--- config.mk ---
export PLATFORM = sky130hd
export DESIGN_NAME = microcode_sequencer_flat
export DESIGN_NICKNAME = d
export VERILOG_FILES = /design/src/rtl/microcode_sequencer_if.sv /design/src/rtl/microcode_sequencer.sv /design/src/flat_wrapper.sv
export SDC_FILE = /design/constraint.sdc
export NUM_CORES = 1
export LEC_CHECK = 0
export CAP_MARGIN = 10
export CORE_MARGIN = 3
export CORE_UTILIZATION = 45
export DETAILED_ROUTE_END_ITERATION = 8
export GPL_TIMING_DRIVEN = 0
export PLACE_DENSITY_LB_ADDON = 0.08
export SLEW_MARGIN = 0
export SYNTH_ARGS = -nofsm -noshare
export SYNTH_HDL_FRONTEND = slang
export SYNTH_SLANG_ARGS = --single-unit
--- constraint.sdc ---
create_clock -name clk -period 2.81 [get_ports clk]
set_input_delay 0.843 -clock clk [delete_from_list [all_inputs] [get_ports clk]]
set_output_delay 0.843 -clock clk [all_outputs]
set_load 0.03 [all_outputs]
--- src/rtl/microcode_sequencer_if.sv ---
// Load/run bus of the microcode sequencer. The sequencer is the slave; the loader/CPU side is the master.
// When MICROCODE_PARITY_EN is defined, the bus also carries upar_err.
interface microcode_sequencer_if #(
  parameter int unsigned STATE_W = 4,
  parameter int unsigned CTRL_W  = 15,
  parameter int unsigned OPC_W   = 6
);
  localparam int unsigned ADDR_W = (STATE_W > OPC_W) ? STATE_W : OPC_W;

  logic                stall;
  logic [OPC_W-1:0]    opcode;
  logic                ld_en;
  logic [1:0]          ld_sel;
  logic [ADDR_W-1:0]   ld_addr;
  logic [CTRL_W+1:0]   ld_data;
  logic [STATE_W-1:0]  state;
  logic [CTRL_W-1:0]   ctrl;
  logic [1:0]          addr_ctl;
  logic                held;
`ifdef MICROCODE_PARITY_EN
  logic                upar_err;
`endif

  modport master (
    output stall, opcode, ld_en, ld_sel, ld_addr, ld_data,
    input  state, ctrl, addr_ctl, held
`ifdef MICROCODE_PARITY_EN
    , input upar_err
`endif
  );

  modport slave (
    input  stall, opcode, ld_en, ld_sel, ld_addr, ld_data,
    output state, ctrl, addr_ctl, held
`ifdef MICROCODE_PARITY_EN
    , output upar_err
`endif
  );
endinterface

--- src/rtl/microcode_sequencer.sv ---
// Microprogrammed control unit with writable microcode store and two opcode dispatch tables.
// Optional per-entry even parity with upar_err output: define MICROCODE_PARITY_EN.
module microcode_sequencer #(
  parameter int unsigned STATE_W = 4,
  parameter int unsigned CTRL_W  = 15,
  parameter int unsigned OPC_W   = 6
) (
  input  logic                   clk,
  input  logic                   reset,
  microcode_sequencer_if.slave   bus
);
  localparam int unsigned WORD_W = CTRL_W + 2;
  localparam int unsigned DEPTH  = 1 << STATE_W;
  localparam int unsigned DISP_D = 1 << OPC_W;

  typedef enum logic [1:0] {
    AC_FETCH = 2'b00,
    AC_DISP1 = 2'b01,
    AC_DISP2 = 2'b10,
    AC_SEQ   = 2'b11
  } addr_ctl_e;

  typedef enum logic [1:0] {
    SEL_STORE = 2'b00,
    SEL_DISP1 = 2'b01,
    SEL_DISP2 = 2'b10,
    SEL_RSVD  = 2'b11
  } ld_sel_e;

  logic [WORD_W-1:0]  store [DEPTH];
  logic [STATE_W-1:0] disp1 [DISP_D];
  logic [STATE_W-1:0] disp2 [DISP_D];

  logic [STATE_W-1:0] state_q;
  logic [STATE_W-1:0] state_d;
  logic [WORD_W-1:0]  word;
  logic               advance;
  logic               wr_ok;
  addr_ctl_e          ac;

  // Asynchronous read of the current microinstruction
  assign word         = store[state_q];
  assign ac           = addr_ctl_e'(word[1:0]);
  assign bus.state    = state_q;
  assign bus.ctrl     = word[WORD_W-1:2];
  assign bus.addr_ctl = word[1:0];
  assign bus.held     = reset & (bus.stall | bus.ld_en);
  assign advance      = reset & ~bus.stall & ~bus.ld_en;
  assign wr_ok        = reset & bus.ld_en;

`ifdef MICROCODE_PARITY_EN
  logic par [DEPTH];
  logic par_err;

  // Even parity over word+parity bit must be zero for a clean entry
  assign par_err      = reset & ((^word) ^ par[state_q]);
  assign bus.upar_err = par_err;
`endif

  // Micro-state register
  always_ff @(posedge clk) begin
    if (!reset) begin
      state_q <= '0;
    end else begin
      state_q <= state_d;
    end
  end

  // Next micro-state selection
  always_comb begin
    state_d = state_q;
    if (advance) begin
      case (ac)
        AC_FETCH: state_d = '0;
        AC_DISP1: state_d = disp1[bus.opcode];
        AC_DISP2: state_d = disp2[bus.opcode];
        default:  state_d = state_q + STATE_W'(1);
      endcase
`ifdef MICROCODE_PARITY_EN
      if (par_err) begin
        state_d = '0;
      end
`endif
    end
  end

  // Store and dispatch table writes; contents survive reset, writes in reset cycles are dropped
  always_ff @(posedge clk) begin
    if (wr_ok) begin
      case (ld_sel_e'(bus.ld_sel))
        SEL_STORE: begin
          store[bus.ld_addr[STATE_W-1:0]] <= bus.ld_data;
`ifdef MICROCODE_PARITY_EN
          par[bus.ld_addr[STATE_W-1:0]]   <= ^bus.ld_data;
`endif
        end
        SEL_DISP1: disp1[bus.ld_addr[OPC_W-1:0]] <= bus.ld_data[STATE_W-1:0];
        SEL_DISP2: disp2[bus.ld_addr[OPC_W-1:0]] <= bus.ld_data[STATE_W-1:0];
        default: ;
      endcase
    end
  end
endmodule

--- src/flat_wrapper.sv ---
// flat-port wrapper written by rule: the top's interface ports become plain ports
module microcode_sequencer_flat 
#(
  parameter int unsigned STATE_W = 4,
  parameter int unsigned CTRL_W  = 15,
  parameter int unsigned OPC_W   = 6
)
  (clk, reset, bus_stall, bus_opcode, bus_ld_en, bus_ld_sel, bus_ld_addr, bus_ld_data, bus_state, bus_ctrl, bus_addr_ctl, bus_held);
  microcode_sequencer_if #(.STATE_W(STATE_W), .CTRL_W(CTRL_W), .OPC_W(OPC_W)) bus_i ();
  input  logic clk;
  input  logic reset;
  input wire logic [$bits(bus_i.stall)-1:0] bus_stall;
  input wire logic [$bits(bus_i.opcode)-1:0] bus_opcode;
  input wire logic [$bits(bus_i.ld_en)-1:0] bus_ld_en;
  input wire logic [$bits(bus_i.ld_sel)-1:0] bus_ld_sel;
  input wire logic [$bits(bus_i.ld_addr)-1:0] bus_ld_addr;
  input wire logic [$bits(bus_i.ld_data)-1:0] bus_ld_data;
  output wire logic [$bits(bus_i.state)-1:0] bus_state;
  output wire logic [$bits(bus_i.ctrl)-1:0] bus_ctrl;
  output wire logic [$bits(bus_i.addr_ctl)-1:0] bus_addr_ctl;
  output wire logic [$bits(bus_i.held)-1:0] bus_held;
  assign bus_i.stall = bus_stall;
  assign bus_i.opcode = bus_opcode;
  assign bus_i.ld_en = bus_ld_en;
  assign bus_i.ld_sel = bus_ld_sel;
  assign bus_i.ld_addr = bus_ld_addr;
  assign bus_i.ld_data = bus_ld_data;
  assign bus_state = bus_i.state;
  assign bus_ctrl = bus_i.ctrl;
  assign bus_addr_ctl = bus_i.addr_ctl;
  assign bus_held = bus_i.held;
  microcode_sequencer #(.STATE_W(STATE_W), .CTRL_W(CTRL_W), .OPC_W(OPC_W)) u_core (.clk(clk), .reset(reset), .bus(bus_i));
endmodule
==> qor.yml <==
sta:
  finalClockSkew_ns: 0.0126
  setup_slack_ns: -0.665
  setup_viol: 21
  rsz0062_at_grt: "true"
  relSlewSlack_pct: 19.4
  timing.fmax_mhz: 288
  tns_ns: -10.10
  min_period_ns: 3.47
  worstMarginPinSlew_ns: 1.21
  min_period_over_period_pct: 124
  maxSlewViolCount: 0
  hold_violations: 0
yosys:
  synth-xor-area-share_pct: 0.0284
  synthArstFlopShare_pct: 0
  ys_seq_area_share_pct: 76.7
  syn_area_per_cell_um2: 21.3
  yosys_register_bits: 792
  synthTopCellsByArea: "edfxtp_1 (76%), mux4_2 (15%), nor2_1 (1.9%)"
  synth_ff_type: "edfxtp_1"
  synth_top_family_by_area: "multiplexers"
  synth_edf_count: 784
  yosysWarnings: 0
  synth_top_area_cell: "edfxtp_1"
  synth_cells: 1448
  yosys.area_share.simple_pct: 3.58
  synth_top_area_share_pct: 76.2
  syn-cell-area_mm2: 0.0309
  synth_cell_types: 51
  synthAdderAreaFrac_pct: 0.0405
  synth_compound_area_share_pct: 1.39
  synth_mux_area_share_pct: 16.9
  syn_nets: 1484
grt:
  antenna_found_initial: 0
  grt_pass1_wl_um: 119000
  grtUsageTotal_pct: 23.9
  grt_max_degree: 101
  overflow: 0
  first_global_vias: 16000
layout:
  fin_cells: 2567
  drive_gt1_share_pct: 30.5
  nets: 1664
  design_area_mm2: 0.0366
  area_growth_syn_to_layout_pct: 18.5
  antenna_cells: 0
routing:
  drt-total-wl_um: 84900
  drt_iter0_markers: 2028
  firstDrtPassIters: 5
  highest_layer: "met4"
  viasPerCell: 6.11
  wl_met3_um: 5850
  met1_length_um: 35100
  antenna_left: 0
  wl_per_cell_um: 33.1
  vias: 15700
  drc: 0
  wl_met2_um: 41700
floorplan:
  die_w_um: 268
  rows: 95
  core-area_mm2: 0.0676
  initial_utilization_pct: 45.7
  io_pins: 57
  fp.dieArea_mm2: 0.0718
  die_h_um: 268
run:
  cap_violations: 0
min_path:
  min_path_type: "register to register"
worst_setup_path:
  path_class: "register to primary output"
  cp.required_ns: 1.97
  critPathLaunchType: "register"
  arrival_ns: 2.63
  cp_max_fo: 6
  worstSetupEndpointType: "primary output"
clock_tree:
  clockBufferDepth: 3
  h-tree-depth: 3
  cts_inserted_buffers: 84
  cts_num_sinks: 792
  clk_latency_ns: 0.62
  cts_tree: "built"
  clkTransAtPathRegs_ns: 0.06
  clockRootBuffer: "clkbuf_16"
place:
  port_buffers: 48
  pre_cts_slack_ns: -1.45
  dp_hpwl_um: 54100
  dp.cells: 2390
  gp_congestion: 0.879
  postPlaceCellArea_mm2: 0.0330
power:
  ir_drop_mv: 0.741
  finalPower_uw: 25600
  powerDensity_mw_per_mm2: 699
  p_leak_uw: 0.0113
run_status:
  status: "complete, but fails checks"
  violations: "negative setup slack"
## per-layer routing
layer,vias to the layer above,global-route usage [%]
li1,6387,-
met1,8447,33.8
met2,694,39.1
met3,146,4.07
met4,0,6.65
met5,-,0
## timing repair
item                                    4_1_cts  5_1_grt
gates cloned                                  3        5
buffers inserted                             14        6
pin swaps                                     9        1
hold buffers                                  0        0
endpoints found under the setup margin      266       77
gates resized for setup                     236       69
## Yosys cell counts, drive strengths merged, types with 4 or more instances
cell type	n
edfxtp	784
mux4	213
nor2	157
clkbuf	42
buf	39
nand2	33
mux2i	32
nand3	16
nor2b	14
a22oi	11
a21oi	8
dfxtp	8
mux2	8
nand4	8
o21ai	6
o22ai	6
and2	4
inv	4
nand2b	4
nand3b	4
nor3	4
## flip-flops by register name (all words and copies together) (netlist names), named ones only
register          count
u_core.disp2        256
u_core.disp1        256
u_core.store        272
u_core.bus.state      4
## cell type report
class / count / area, um2
Fill cell: 5217 / 31000
Sequential cell: 792 / 23700
Multi-Input combinational cell: 570 / 6980
Clock buffer: 101 / 2190
Timing Repair Buffer: 97 / 1380
Tap cell: 873 / 1090
Buffer: 78 / 766
Clock inverter: 51 / 459
Inverter: 5 / 22.5
## critical path, cell delays in order, from the launching register on
cell and delay, ns:
dfxtp_4 0.44, buf_12 0.19, buf_12 0.15, mux4_2 0.51, mux4_2 0.53, buf_6 0.16
## path summary, 6_finish.rpt
| check | start | to | slack (ns) | cells past startpoint |
|---|---|---|---|---|
| min reg2reg | u_core.bus.state[1] | register | 0.61 | 2 |
| max reg2reg | register | register | 0.08 | 7 |
| min | u_core.bus.state[1] | register | 0.61 | 2 |
| max | register | bus_ctrl[1] | -0.66 | 5 |
## cell families after synthesis
kind of cell             Yosys count
adder cells (fa/ha/maj)            1
AND/OR/NAND/NOR                  255
buffers and inverters             86
flip-flops                       792
AO/OA/AOI/OAI                     60
XOR/XNOR                           1
multiplexers                     253
## cell usage in the layout, fill, tap and decap left out, types with 11 or more instances in the layout
cell type          n
a22oi_1           11
buf_12            11
buf_16            20
buf_4             28
buf_6             30
clkbuf_1          34
clkbuf_16         90
clkdlybuf4s50_1   24
clkinv_1          19
clkinv_2          14
edfxtp_1         784
mux2i_1           28
mux4_2           212
nand2_1           32
nand3_1           13
nor2_1           130
nor2_2            13
nor2_4            14
nor2b_1           13
## through the flow
step	hold slack, ns	util, %
global route	0.650	54.1
detailed placement	0.606	48.7
finish	0.613	54.1
floorplan	0.629	-
global placement	0.602	48.0
CTS	0.609	53.6
## power by group
group	switching [uW]	leakage [uW]	internal (uW)
Clock	4550	0.00128	6200
Sequential	28.0	0.00711	13000
Combinational	1030	0.00292	757
(Power assumes the default switching activity.)
